===== src/rtl/gpi_pad_rx_if.sv =====
// +----------------------------------------------------------------------------+
// | gpi_pad_rx_if : control/status bundle between GPIO regs, pad and receiver  |
// | Rev 1.0                                                                    |
// +----------------------------------------------------------------------------+
`default_nettype none

interface gpi_pad_rx_if #(
  parameter int FILT_W = 8
);
  logic              EN_I;
  logic [FILT_W-1:0] FILT_I;
  logic [1:0]        PULL_I;
  logic [1:0]        IRQ_MASK_I;
  logic              IRQ_CLR_I;
  logic              DI_I;
  logic              IE_O;
  logic              PE_O;
  logic              PS_O;
  logic              LEVEL_O;
  logic              RISE_O;
  logic              FALL_O;
  logic              IRQ_O;

  modport slave (
    input  EN_I, FILT_I, PULL_I, IRQ_MASK_I, IRQ_CLR_I, DI_I,
    output IE_O, PE_O, PS_O, LEVEL_O, RISE_O, FALL_O, IRQ_O
  );

  modport master (
    output EN_I, FILT_I, PULL_I, IRQ_MASK_I, IRQ_CLR_I, DI_I,
    input  IE_O, PE_O, PS_O, LEVEL_O, RISE_O, FALL_O, IRQ_O
  );
endinterface

`default_nettype wire


===== src/rtl/gpi_pad_rx_conditioner.sv =====
// +----------------------------------------------------------------------------+
// | gpi_pad_rx_conditioner : pad input sync, glitch filter, edge detect, IRQ   |
// | Optional edge counter on EDGE_CNT_O when GPI_RX_EDGE_CNT_EN is defined.    |
// | Rev 1.0                                                                    |
// +----------------------------------------------------------------------------+
`default_nettype none

module gpi_pad_rx_conditioner #(
  parameter int SYNC_STAGES = 2,
  parameter int FILT_W      = 8,
  parameter bit RESET_LEVEL = 1'b0
) (
  input  wire logic   CLK_I,
  input  wire logic   RSTN_I,
  gpi_pad_rx_if.slave bus
`ifdef GPI_RX_EDGE_CNT_EN
  ,
  output logic [15:0] EDGE_CNT_O
`endif
);

  typedef enum logic [1:0] {
    ST_OFF    = 2'd0,
    ST_SETTLE = 2'd1,
    ST_STABLE = 2'd2,
    ST_PEND   = 2'd3
  } state_e;

  state_e                 state_q, state_d;
  logic [FILT_W-1:0]      cnt_q, cnt_d;
  logic [SYNC_STAGES-1:0] sync_q, sync_d;
  logic                   level_q, level_d;
  logic                   rise_q, rise_d;
  logic                   fall_q, fall_d;
  logic                   ie_q, ie_d;
  logic                   pe_q, pe_d;
  logic                   ps_q, ps_d;
  logic                   irq_q, irq_d;
  logic                   syncd;

  assign syncd = sync_q[SYNC_STAGES-1];

  always_comb begin
    sync_d  = {sync_q[SYNC_STAGES-2:0], bus.DI_I};
    state_d = state_q;
    cnt_d   = cnt_q;
    level_d = level_q;
    rise_d  = 1'b0;
    fall_d  = 1'b0;

    if (!bus.EN_I) begin
      state_d = ST_OFF;
      cnt_d   = '0;
      level_d = RESET_LEVEL;
    end else begin
      unique case (state_q)
        ST_OFF: begin
          state_d = ST_SETTLE;
          cnt_d   = '0;
        end
        // Wait for the synchronizer to flush before adopting the pad level silently.
        ST_SETTLE: begin
          if (cnt_q == FILT_W'(SYNC_STAGES + 1)) begin
            level_d = syncd;
            state_d = ST_STABLE;
            cnt_d   = '0;
          end else begin
            cnt_d = cnt_q + FILT_W'(1);
          end
        end
        ST_STABLE: begin
          if (syncd != level_q) begin
            if (bus.FILT_I == '0) begin
              level_d = syncd;
              rise_d  = syncd;
              fall_d  = ~syncd;
            end else begin
              state_d = ST_PEND;
              cnt_d   = FILT_W'(1);
            end
          end
        end
        ST_PEND: begin
          if (syncd == level_q) begin
            state_d = ST_STABLE;
            cnt_d   = '0;
          end else if (cnt_q >= bus.FILT_I) begin
            level_d = syncd;
            rise_d  = syncd;
            fall_d  = ~syncd;
            state_d = ST_STABLE;
            cnt_d   = '0;
          end else if (~&cnt_q) begin
            cnt_d = cnt_q + FILT_W'(1);
          end
        end
        default: begin
          state_d = ST_OFF;
          cnt_d   = '0;
        end
      endcase
    end

    ie_d  = (state_d != ST_OFF);
    pe_d  = |bus.PULL_I;
    ps_d  = bus.PULL_I[1];
    // A clear coinciding with a new qualifying edge must not lose that edge.
    irq_d = (rise_q & bus.IRQ_MASK_I[0]) | (fall_q & bus.IRQ_MASK_I[1]) |
            (irq_q & ~bus.IRQ_CLR_I);
  end

  always_ff @(posedge CLK_I or negedge RSTN_I) begin
    if (!RSTN_I) begin
      state_q <= ST_OFF;
      cnt_q   <= '0;
      sync_q  <= '0;
      level_q <= RESET_LEVEL;
      rise_q  <= 1'b0;
      fall_q  <= 1'b0;
      ie_q    <= 1'b0;
      pe_q    <= 1'b0;
      ps_q    <= 1'b0;
      irq_q   <= 1'b0;
    end else begin
      state_q <= state_d;
      cnt_q   <= cnt_d;
      sync_q  <= sync_d;
      level_q <= level_d;
      rise_q  <= rise_d;
      fall_q  <= fall_d;
      ie_q    <= ie_d;
      pe_q    <= pe_d;
      ps_q    <= ps_d;
      irq_q   <= irq_d;
    end
  end

  assign bus.IE_O    = ie_q;
  assign bus.PE_O    = pe_q;
  assign bus.PS_O    = ps_q;
  assign bus.LEVEL_O = level_q;
  assign bus.RISE_O  = rise_q;
  assign bus.FALL_O  = fall_q;
  assign bus.IRQ_O   = irq_q;

`ifdef GPI_RX_EDGE_CNT_EN
  logic [15:0] edge_cnt_q, edge_cnt_d;

  always_comb begin
    if (bus.IRQ_CLR_I) begin
      edge_cnt_d = {15'd0, rise_q | fall_q};
    end else begin
      edge_cnt_d = edge_cnt_q + {15'd0, rise_q | fall_q};
    end
  end

  always_ff @(posedge CLK_I or negedge RSTN_I) begin
    if (!RSTN_I) begin
      edge_cnt_q <= '0;
    end else begin
      edge_cnt_q <= edge_cnt_d;
    end
  end

  assign EDGE_CNT_O = edge_cnt_q;
`endif

endmodule

`default_nettype wire


===== src/flat_wrapper.sv =====
// flat-port wrapper written by rule: the top's interface ports become plain ports
module gpi_pad_rx_conditioner_flat 
#(
  parameter int SYNC_STAGES = 2,
  parameter int FILT_W      = 8,
  parameter bit RESET_LEVEL = 1'b0
)
  (CLK_I, RSTN_I, bus_EN_I, bus_FILT_I, bus_PULL_I, bus_IRQ_MASK_I, bus_IRQ_CLR_I, bus_DI_I, bus_IE_O, bus_PE_O, bus_PS_O, bus_LEVEL_O, bus_RISE_O, bus_FALL_O, bus_IRQ_O);
  gpi_pad_rx_if #(.FILT_W(FILT_W)) bus_i ();
  input  wire logic CLK_I;
  input  wire logic RSTN_I;
  input wire logic [$bits(bus_i.EN_I)-1:0] bus_EN_I;
  input wire logic [$bits(bus_i.FILT_I)-1:0] bus_FILT_I;
  input wire logic [$bits(bus_i.PULL_I)-1:0] bus_PULL_I;
  input wire logic [$bits(bus_i.IRQ_MASK_I)-1:0] bus_IRQ_MASK_I;
  input wire logic [$bits(bus_i.IRQ_CLR_I)-1:0] bus_IRQ_CLR_I;
  input wire logic [$bits(bus_i.DI_I)-1:0] bus_DI_I;
  output wire logic [$bits(bus_i.IE_O)-1:0] bus_IE_O;
  output wire logic [$bits(bus_i.PE_O)-1:0] bus_PE_O;
  output wire logic [$bits(bus_i.PS_O)-1:0] bus_PS_O;
  output wire logic [$bits(bus_i.LEVEL_O)-1:0] bus_LEVEL_O;
  output wire logic [$bits(bus_i.RISE_O)-1:0] bus_RISE_O;
  output wire logic [$bits(bus_i.FALL_O)-1:0] bus_FALL_O;
  output wire logic [$bits(bus_i.IRQ_O)-1:0] bus_IRQ_O;
  assign bus_i.EN_I = bus_EN_I;
  assign bus_i.FILT_I = bus_FILT_I;
  assign bus_i.PULL_I = bus_PULL_I;
  assign bus_i.IRQ_MASK_I = bus_IRQ_MASK_I;
  assign bus_i.IRQ_CLR_I = bus_IRQ_CLR_I;
  assign bus_i.DI_I = bus_DI_I;
  assign bus_IE_O = bus_i.IE_O;
  assign bus_PE_O = bus_i.PE_O;
  assign bus_PS_O = bus_i.PS_O;
  assign bus_LEVEL_O = bus_i.LEVEL_O;
  assign bus_RISE_O = bus_i.RISE_O;
  assign bus_FALL_O = bus_i.FALL_O;
  assign bus_IRQ_O = bus_i.IRQ_O;
  gpi_pad_rx_conditioner #(.SYNC_STAGES(SYNC_STAGES), .FILT_W(FILT_W), .RESET_LEVEL(RESET_LEVEL)) u_core (.CLK_I(CLK_I), .RSTN_I(RSTN_I), .bus(bus_i));
endmodule

===== config.mk =====
export PLATFORM = sky130hd
export DESIGN_NAME = gpi_pad_rx_conditioner_flat
export DESIGN_NICKNAME = d
export VERILOG_FILES = /design/src/rtl/gpi_pad_rx_if.sv /design/src/rtl/gpi_pad_rx_conditioner.sv /design/src/flat_wrapper.sv
export SDC_FILE = /design/constraint.sdc
export NUM_CORES = 1
export LEC_CHECK = 0
export CORE_MARGIN = 1.5
export CORE_UTILIZATION = 25
export CTS_CLUSTER_DIAMETER = 50
export DETAILED_ROUTE_END_ITERATION = 12
export PLACE_DENSITY_LB_ADDON = 0.25
export SKIP_CTS_REPAIR_TIMING = 1
export SLEW_MARGIN = 0
export SYNTH_ARGS = -nofsm -noshare
export SYNTH_HDL_FRONTEND = slang
export SYNTH_SLANG_ARGS = --single-unit

===== constraint.sdc =====
create_clock -name CLK_I -period 3.5 [get_ports CLK_I]
set_clock_uncertainty 0.1 [all_clocks]
set_input_delay 1.05 -clock CLK_I [delete_from_list [all_inputs] [get_ports CLK_I]]
set_output_delay 1.05 -clock CLK_I [all_outputs]
set_load 0.005 [all_outputs]

==> flow_summary.json, run 1 <==
{
  "ioPinCount": 24,
  "maxCapViolCount": 0,
  "holdPathStages": 0,
  "pwr-share-comb_pct": 12.2,
  "cts_tree": "done",
  "drt_pass1_iterations": 4,
  "r2r-end": "u_core.cnt_q[0]",
  "antenna_found_initial": 0,
  "gp_congestion": 0.899,
  "cts_sinks": 19,
  "die_h_microns": 70.7,
  "grt-ovfl-total": 0,
  "synth_top_area_share_pct": 41.5,
  "grtUsageTotal_pct": 11.7,
  "synthCells": 117,
  "power_density_nw_per_um2": 289,
  "regToRegSetupSlack_ps": 990,
  "cts_made_buffers": 3,
  "yosysSeqAreaShare_pct": 41.5,
  "rsz0062_at_grt": "false",
  "clk_latency_ps": 260,
  "place_hpwl_microns": 2100,
  "syn_area_per_cell_sq_um": 9.80,
  "route.detailed.drc": 0,
  "n_antenna_cell": 0,
  "critical-path-top-delay-family": "compound AO/OA/AOI/OAI gates",
  "hold_path.class": "flop to flop",
  "worst_pin_slew_ps": 866,
  "core_sq_um": 4380,
  "syn_area_sq_um": 1150,
  "synth_common_cells": "19 x dfrtp_1, 12 x inv_1, 9 x ha_1",
  "syn2layout_area_growth_pct": 31.8,
  "rows": 24,
  "path_max_fanout": 4,
  "cts_root_buffer": "clkbuf_8",
  "yosysWarningCount": 0,
  "max_freq_mhz": 295,
  "path_buf_inv": 2,
  "nFillCells": 433,
  "ys_ff_latch": 19,
  "synthTopCellsByArea": "dfrtp_1 41%, ha_1 9.8%, inv_1 3.9%",
  "path_class": "input port to flop",
  "cp-end-kind": "flop",
  "port_buffers": 23,
  "htree_levels": 1,
  "critPathMaxStageDelay_ps": 480,
  "grt_pass1_wl_microns": 4730,
  "min_period_over_period_pct": 96.7,
  "grt_max_degree": 20,
  "start_util_pct": 26.1,
  "clkPwrFrac_pct": 35.6,
  "cts_buffer_depth": 2,
  "switching_power_uw": 103,
  "viasPerCell": 4.93,
  "cp_cell_sequence": "clkdlybuf4s50_1 -> inv_1 -> ha_1 -> nor2b_1 -> o211a_1 -> o311a_4 -> or3_1 -> a21o_1 -> a311oi_1",
  "p_leak_nw": 0.716,
  "die_w_microns": 70.7,
  "drt_iter0_markers": 49,
  "grt_pass1_vias": 1034,
  "dieArea_sq_um": 5000,
  "vdd_drop_max_uv": 111,
  "vias": 977,
  "cp_data_arrival_time_ps": 3450,
  "final_antenna_net_count": 0,
  "post-route-min-period_ps": 3390,
  "crit_slowest_cell": "clkdlybuf4s50_1",
  "worstRegToRegCells": 7,
  "pwr-share-seq_pct": 52.2,
  "status": "completed",
  "ys_async_sr_fraction_pct": 100,
  "syn_nets": 143,
  "ys_types": 38,
  "synth-edff-count": 0,
  "synth_ff_type": "dfrtp_1",
  "internal-power_uw": 333,
  "final_hold_viol_count": 0,
  "cp-start-kind": "input port",
  "setup_tns_ps": 0,
  "maxSlewViolCount": 0,
  "min_from": "u_core.sync_q[0]",
  "worstReg2RegStart": "u_core.cnt_q[1]",
  "wl_per_cell_microns": 13.6,
  "postRouteWirelength_microns": 2690,
  "synth_top_area_cell": "dfrtp_1",
  "cp.required_ps": 3560,
  "p_sw_share_pct": 23.6,
  "nets": 173,
  "drive_above_1_share_pct": 9.59,
  "setup_violations": 0,
  "synth_most_common_cell": "dfrtp_1",
  "cts.clk_slew.worst_paths_ps": 70,
  "hold_path_end": "u_core.sync_q[1]",
  "whs_ps": 253,
  "relSlewSlack_pct": 42.1
}
[cell type report]
type,count,area [sq um],area share (%)
tap,52,65.1,4.31
timing repair buffer,27,260,17.2
inverter,12,45.0,2.98
multi-input combinational,84,618,40.9
clock inverter,1,5.00,0.331
clock buffer,3,41.3,2.73
sequential,19,475,31.5
[worst max-delay path by stage]
stage / from / endpoint / slack [ps] / cells past startpoint
final: bus_FILT_I[1] / u_core.cnt_q[0] / 110 / 9
after global placement: bus_FILT_I[1] / u_core.cnt_q[6] / -140 / 9
after floorplan: bus_FILT_I[1] / u_core.cnt_q[6] / 450 / 8
after detailed placement: bus_FILT_I[1] / u_core.cnt_q[2] / -190 / 9
after global routing: bus_FILT_I[1] / u_core.cnt_q[0] / 30 / 9
after CTS: bus_FILT_I[1] / u_core.cnt_q[2] / 90 / 9
[sequential cells by signal, indices dropped and copies added (netlist names)]
register            cells
u_core.cnt_q            8
u_core.bus.LEVEL_O      1
u_core.bus.FALL_O       1
u_core.bus.PS_O         1
u_core.bus.IRQ_O        1
u_core.state_q          2
u_core.sync_q           2
u_core.bus.PE_O         1
u_core.bus.IE_O         1
u_core.bus.RISE_O       1
[routing by layer]
metal  track usage, %  wire [microns]  vias to the layer above
met5                0               0                        -
met4             3.77              27                        0
met3             3.13              75                        5
met2             20.0            1390                       13
met1             14.3            1190                      467
li1                 -               -                      492
[stage by stage]
step	setup WS [ps]	utilization, %	std cells	area (sq um)	power, mW
floorplan	447	-	117	1150	0.252
global placement	-139	33.4	194	1460	0.284
detailed placement	-187	33.4	194	1460	0.286
CTS	87.3	34.4	198	1510	0.445
global route	27.6	34.4	198	1510	0.461
finish	114	34.4	198	1510	0.436
[cell usage in the layout, fill, tap and decap left out, types with 2 or more instances in the layout]
cell and instances:
a21o_1 2, a21oi_1 2, a221o_1 2, a22o_1 5, a31oi_1 4, and3_1 5
buf_4 4, clkbuf_8 3, clkdlybuf4s50_1 23, dfrtp_1 19, ha_1 9, inv_1 12
nand2_1 6, nand3_1 2, nor2_1 7, nor2b_1 7, nor3_1 3, nor4_1 2
o21ai_0 4, o21ai_1 4
[kinds of logic (layout without fill, tap and decap cells)]
logic type	Yosys count	after routing	synth area share [%]
flip-flops	19	19	41.5
AND/OR/NAND/NOR	38	38	18.0
buffers and inverters	14	43	4.59
XOR/XNOR	1	1	0.764
multiplexers	1	1	0.873
AO/OA/AOI/OAI	35	35	24.5
adder cells (fa/ha/maj)	9	9	9.83
[power by group through the flow]
stage	Combinational [mW]	Clock [mW]	Sequential [mW]
2_1_floorplan	0.0219	0	0.230
3_3_place_gp	0.0527	0	0.232
3_5_place_dp	0.0540	0	0.232
4_1_cts	0.0544	0.163	0.227
5_1_grt	0.0599	0.173	0.228
6_report	0.0532	0.155	0.228
Power figures use the tool's default switching activity.
==> run 2: changes to the inputs <==
==> constraint.sdc (replaced) <==
create_clock -name CLK_I -period 2.95 [get_ports CLK_I]
set_clock_uncertainty 0.1 [all_clocks]
set_input_delay 0.885 -clock CLK_I [delete_from_list [all_inputs] [get_ports CLK_I]]
set_output_delay 0.885 -clock CLK_I [all_outputs]
set_load 0.005 [all_outputs]
==> run 2 against run 1 <==
Effect of this change: via count rose by 7.1%; combinational power rose by 45%; die area did not move; non-clock buffer count rose by 9; cell count rose by 4.5%; utilization rose by 4.4 points; sequential cell count did not move.
==> flow_summary.json, run 2 (same netlist as run 1, synthesis figures left out) <==
{
  "status": "completed",
  "drive_above_1_share_pct": 24.5,
  "route.layer.met1.wl_microns": 1310,
  "drt_pass1_iterations": 4,
  "drt_iter0_markers": 87,
  "cp.required_ps": 3050,
  "maxCapViolCount": 0,
  "wl_per_cell_microns": 14.0,
  "nets": 182,
  "hold_path_end": "u_core.sync_q[1]",
  "path_max_fanout": 8,
  "ioPinCount": 24,
  "wl_met2_microns": 1470,
  "cp_data_arrival_time_ps": 2910,
  "vdd_drop_max_uv": 156,
  "grt_pass1_wl_microns": 4910,
  "grt_pass1_vias": 1047,
  "p_leak_nw": 0.826,
  "worstReg2RegStart": "u_core.cnt_q[1]",
  "regMostFlops": "u_core.cnt_q",
  "post-route-min-period_ps": 2810,
  "port_buffers": 23,
  "dpl_cell_area_sq_um": 1520,
  "cts.clk_slew.worst_paths_ps": 80,
  "n_antenna_cell": 0,
  "final_common_cell": "dfrtp_1",
  "multi_input_area_sq_um": 724,
  "ff_latch_area_sq_um": 475,
  "setup_violations": 0,
  "die_h_microns": 70.7,
  "routed.top_layer": "met4",
  "whs_ps": 254,
  "nFillCells": 427,
  "largest_register_ffs": 8,
  "cp-start-kind": "input port",
  "gp_congestion": 0.874,
  "grtUsageTotal_pct": 12.1,
  "antenna_found_initial": 0,
  "fin_cells": 207,
  "met3_wirelength_microns": 75,
  "cts_tree": "done",
  "vias": 1046,
  "start_util_pct": 26.1,
  "grt_max_degree": 20,
  "path_class": "input port to flop",
  "worstRegToRegCells": 7,
  "postRouteWirelength_microns": 2890,
  "cts_made_buffers": 3,
  "place_hpwl_microns": 2140,
  "worst_pin_slew_ps": 455,
  "route.detailed.drc": 0,
  "rows": 24,
  "cp-end-kind": "flop",
  "core_sq_um": 4380,
  "cts_root_buffer": "clkbuf_8",
  "power_density_nw_per_um2": 314,
  "min_period_over_period_pct": 95.2,
  "final_hold_viol_count": 0,
  "cts_sinks": 19,
  "hold_path.class": "flop to flop",
  "syn2layout_area_growth_pct": 48.7,
  "regToRegSetupSlack_ps": 520,
  "final_antenna_net_count": 0,
  "clk_latency_ps": 260,
  "maxSlewViolCount": 0,
  "r2r-end": "u_core.cnt_q[0]",
  "holdPathStages": 0,
  "critPathLaunch": "bus_FILT_I[4]",
  "dieArea_sq_um": 5000,
  "final_area_sq_um": 1700,
  "placedCellCount": 202,
  "grt-ovfl-total": 0,
  "cts_buffer_depth": 2,
  "relSlewSlack_pct": 69.6,
  "max_freq_mhz": 356,
  "htree_levels": 1,
  "viasPerCell": 5.05,
  "die_w_microns": 70.7,
  "min_from": "u_core.sync_q[0]",
  "setup_tns_ps": 0,
  "top_regs": "u_core.cnt_q: 8 flops, u_core.state_q: 2 flops, u_core.sync_q: 2 flops",
  "rsz0062_at_grt": "false",
  "final_cell_mix": "19 x dfrtp_1, 16 x clkdlybuf4s50_1, 13 x buf_4"
}
[run 2: worst max path at each step]
stage,slack (ps),depth (start not counted),to
6_report,140,7,u_core.cnt_q[6]
5_1_grt,70,7,u_core.cnt_q[6]
4_1_cts,-270,9,u_core.cnt_q[6]
3_5_place_dp,-550,9,u_core.cnt_q[6]
3_3_place_gp,-510,9,u_core.cnt_q[6]
2_1_floorplan,60,8,u_core.cnt_q[6]
[run 2: metal layers]
layer | vias up | track usage, %
met5 | - | 0
met4 | 0 | 3.14
met1 | 522 | 15.6
met2 | 12 | 19.9
li1 | 508 | -
met3 | 4 | 3.70
[run 2: area by class of cell]
cell class / instances / area share (%)
multi-input cells: 84 / 42.5
clock buffers: 3 / 2.42
well taps: 52 / 3.82
clock inverters: 1 / 0.441
repair buffers: 36 / 20.3
inverters: 12 / 2.64
flip-flops and latches: 19 / 27.9
[run 2: worst max-delay path, cell delays in order]
cell	delay (ps)
clkdlybuf4s50_1	490
inv_1	50
ha_1	190
a221o_1	440
o41a_4	520
nor2_4	170
a221o_1	160
[run 2: per-stage QoR]
step	total power [mW]	utilization (%)	setup slack, ps
detailed placement	0.344	34.8	-548
global placement	0.341	34.8	-509
finish	0.535	38.9	143
CTS	0.533	35.9	-270
floorplan	0.299	-	62.5
global route	0.564	38.9	72.1
[run 2: power breakdown]
part	switching (mW)	total [mW]	internal, mW
logic	0.0333	0.0773	0.0440
registers	0.00474	0.270	0.265
clock network	0.0928	0.188	0.0952
==> run 3: changes to the inputs <==
--- a/config.mk
+++ b/config.mk
@@ -9,7 +9,9 @@
 export CORE_UTILIZATION = 25
 export CTS_CLUSTER_DIAMETER = 50
 export DETAILED_ROUTE_END_ITERATION = 12
+export DONT_BUFFER_PORTS = 1
 export PLACE_DENSITY_LB_ADDON = 0.25
+export RECOVER_POWER = 25
 export SKIP_CTS_REPAIR_TIMING = 1
 export SLEW_MARGIN = 0
 export SYNTH_ARGS = -nofsm -noshare
==> run 3 against run 2 <==
Effect of this change: worst hold slack worse by 33 ps; cell count down 17%; routed wire length down 14%; setup slack better by 64 ps; power down 11%; sequential power about the same; global-route usage down 1.1 points.
==> flow_summary.json, run 3 (same netlist as run 1, synthesis figures left out) <==
{
  "regToRegSetupSlack_ps": 420,
  "largest_register_ffs": 8,
  "worstReg2RegStart": "u_core.cnt_q[6]",
  "gp_congestion": 0.842,
  "rsz0062_at_grt": "false",
  "grt_max_degree": 20,
  "drt_pass1_iterations": 5,
  "r2r-end": "u_core.cnt_q[7]",
  "grt-ovfl-total": 0,
  "core_sq_um": 4380,
  "cts_tree": "done",
  "cts_sinks": 19,
  "setup_violations": 0,
  "port_buffers": 0,
  "maxSlewViolCount": 0,
  "ioPinCount": 24,
  "final_area_sq_um": 1260,
  "final_cell_mix": "19 x dfrtp_1, 12 x inv_1, 9 x ha_1",
  "grt_pass1_wl_microns": 4440,
  "setup_slack_ps": 207,
  "cp-start-kind": "input port",
  "route.detailed.drc": 0,
  "min_period_over_period_pct": 93.0,
  "final_common_cell": "dfrtp_1",
  "status": "completed",
  "worstRegToRegCells": 7,
  "vdd_drop_max_uv": 97.9,
  "cts.clk_slew.worst_paths_ps": 70,
  "final_hold_viol_count": 0,
  "rows": 24,
  "p_leak_nw": 0.611,
  "crit_slowest_cell": "o41a_4",
  "die_h_microns": 70.7,
  "vias": 890,
  "grt_pass1_vias": 955,
  "clk_latency_ps": 250,
  "dieArea_sq_um": 5000,
  "wl_per_cell_microns": 14.4,
  "post-route-min-period_ps": 2740,
  "whs_ps": 220,
  "htree_levels": 1,
  "antenna_found_initial": 0,
  "cp-end-kind": "flop",
  "viasPerCell": 5.17,
  "syn2layout_area_growth_pct": 9.72,
  "dpl_cell_area_sq_um": 1210,
  "final_antenna_net_count": 0,
  "place_hpwl_microns": 1960,
  "path_class": "input port to flop",
  "critPathMaxStageDelay_ps": 540,
  "power_density_nw_per_um2": 379,
  "drt_iter0_markers": 77,
  "top_regs": "u_core.cnt_q: 8 flops, u_core.state_q: 2 flops, u_core.sync_q: 2 flops",
  "drive_above_1_share_pct": 9.17,
  "cp_data_arrival_time_ps": 2840,
  "nets": 147,
  "path_max_fanout": 8,
  "cts_made_buffers": 3,
  "start_util_pct": 26.1,
  "cp_cell_sequence": "inv_1 -> ha_1 -> nor2b_1 -> o211a_1 -> o311a_4 -> o41a_4 -> nor2_4 -> a22o_1",
  "max_freq_mhz": 365,
  "cp.required_ps": 3040,
  "worst_pin_slew_ps": 557,
  "die_w_microns": 70.7,
  "relSlewSlack_pct": 61.9,
  "maxCapViolCount": 0,
  "hold_path.class": "input port to asynchronous set/reset pin",
  "postRouteWirelength_microns": 2480,
  "n_antenna_cell": 0,
  "regMostFlops": "u_core.cnt_q",
  "cts_root_buffer": "clkbuf_8",
  "cts_buffer_depth": 2,
  "dpl_worst_slack_ps": -27.9,
  "grtUsageTotal_pct": 11.1
}
[run 3: cell types whose count changed in the layout (fill, tap and decap cells not counted), sizes merged]
cell	change
buf	-12
clkinv	+1
dlymetal6s2s	-7
clkdlybuf4s50	-16
clkinvlp	-1
[run 3: area by class of cell]
| type | count | area [sq um] |
|---|---|---|
| Fill cell | 452 | 3130 |
| Multi-Input combinational cell | 84 | 618 |
| Sequential cell | 19 | 475 |
| Tap cell | 52 | 65.1 |
| Inverter | 12 | 45.0 |
| Clock buffer | 3 | 41.3 |
| Timing Repair Buffer | 1 | 7.51 |
| Clock inverter | 1 | 5.00 |
[run 3: metrics by stage]
| step | instances | util [%] | setup TNS (ps) | power (mW) |
|---|---|---|---|---|
| after global placement | 168 | 27.6 | -43.5 | 0.304 |
| after CTS | 172 | 28.7 | 0 | 0.484 |
| after detailed placement | 168 | 27.6 | -114 | 0.304 |
| after floorplan | 117 | - | 0 | 0.299 |
| final | 172 | 28.7 | 0 | 0.477 |
| after global routing | 172 | 28.7 | 0 | 0.502 |
[run 3: worst max-delay path, delay by kind of cell]
family,cells,cell delay [ps]
compound gates,4,1310
fa+ha+maj,1,290
buf+inv,1,20
simple gates,2,320
[run 3: how the worst max path moves through the flow]
stage               slack [ps]           from  cells past startpoint              end
floorplan                   60  bus_FILT_I[1]                      8  u_core.cnt_q[6]
global placement           -20  bus_FILT_I[1]                      8  u_core.cnt_q[6]
detailed placement         -30  bus_FILT_I[1]                      8  u_core.cnt_q[2]
CTS                        220  bus_FILT_I[1]                      8  u_core.cnt_q[2]
global route               140  bus_FILT_I[6]                      8  u_core.cnt_q[7]
finish                     210  bus_FILT_I[1]                      8  u_core.cnt_q[2]
[run 3: report_power, final]
group / total (mW) / leakage, nW / internal [mW] / switching (mW)
logic: 0.0289 / 0.336 / 0.0135 / 0.0154
clock network: 0.177 / 0.0255 / 0.0937 / 0.0835
registers: 0.270 / 0.250 / 0.266 / 0.00491
total: 0.477 / 0.611 / 0.373 / 0.104
[run 3: layer usage]
metal	part of all wire (%)	wire [microns]	GRT usage, %
met1	45	1110	13.7
met2	51	1250	18.5
met3	2.8	70	3.70
met4	1.8	45	3.14
met5	0	0	0
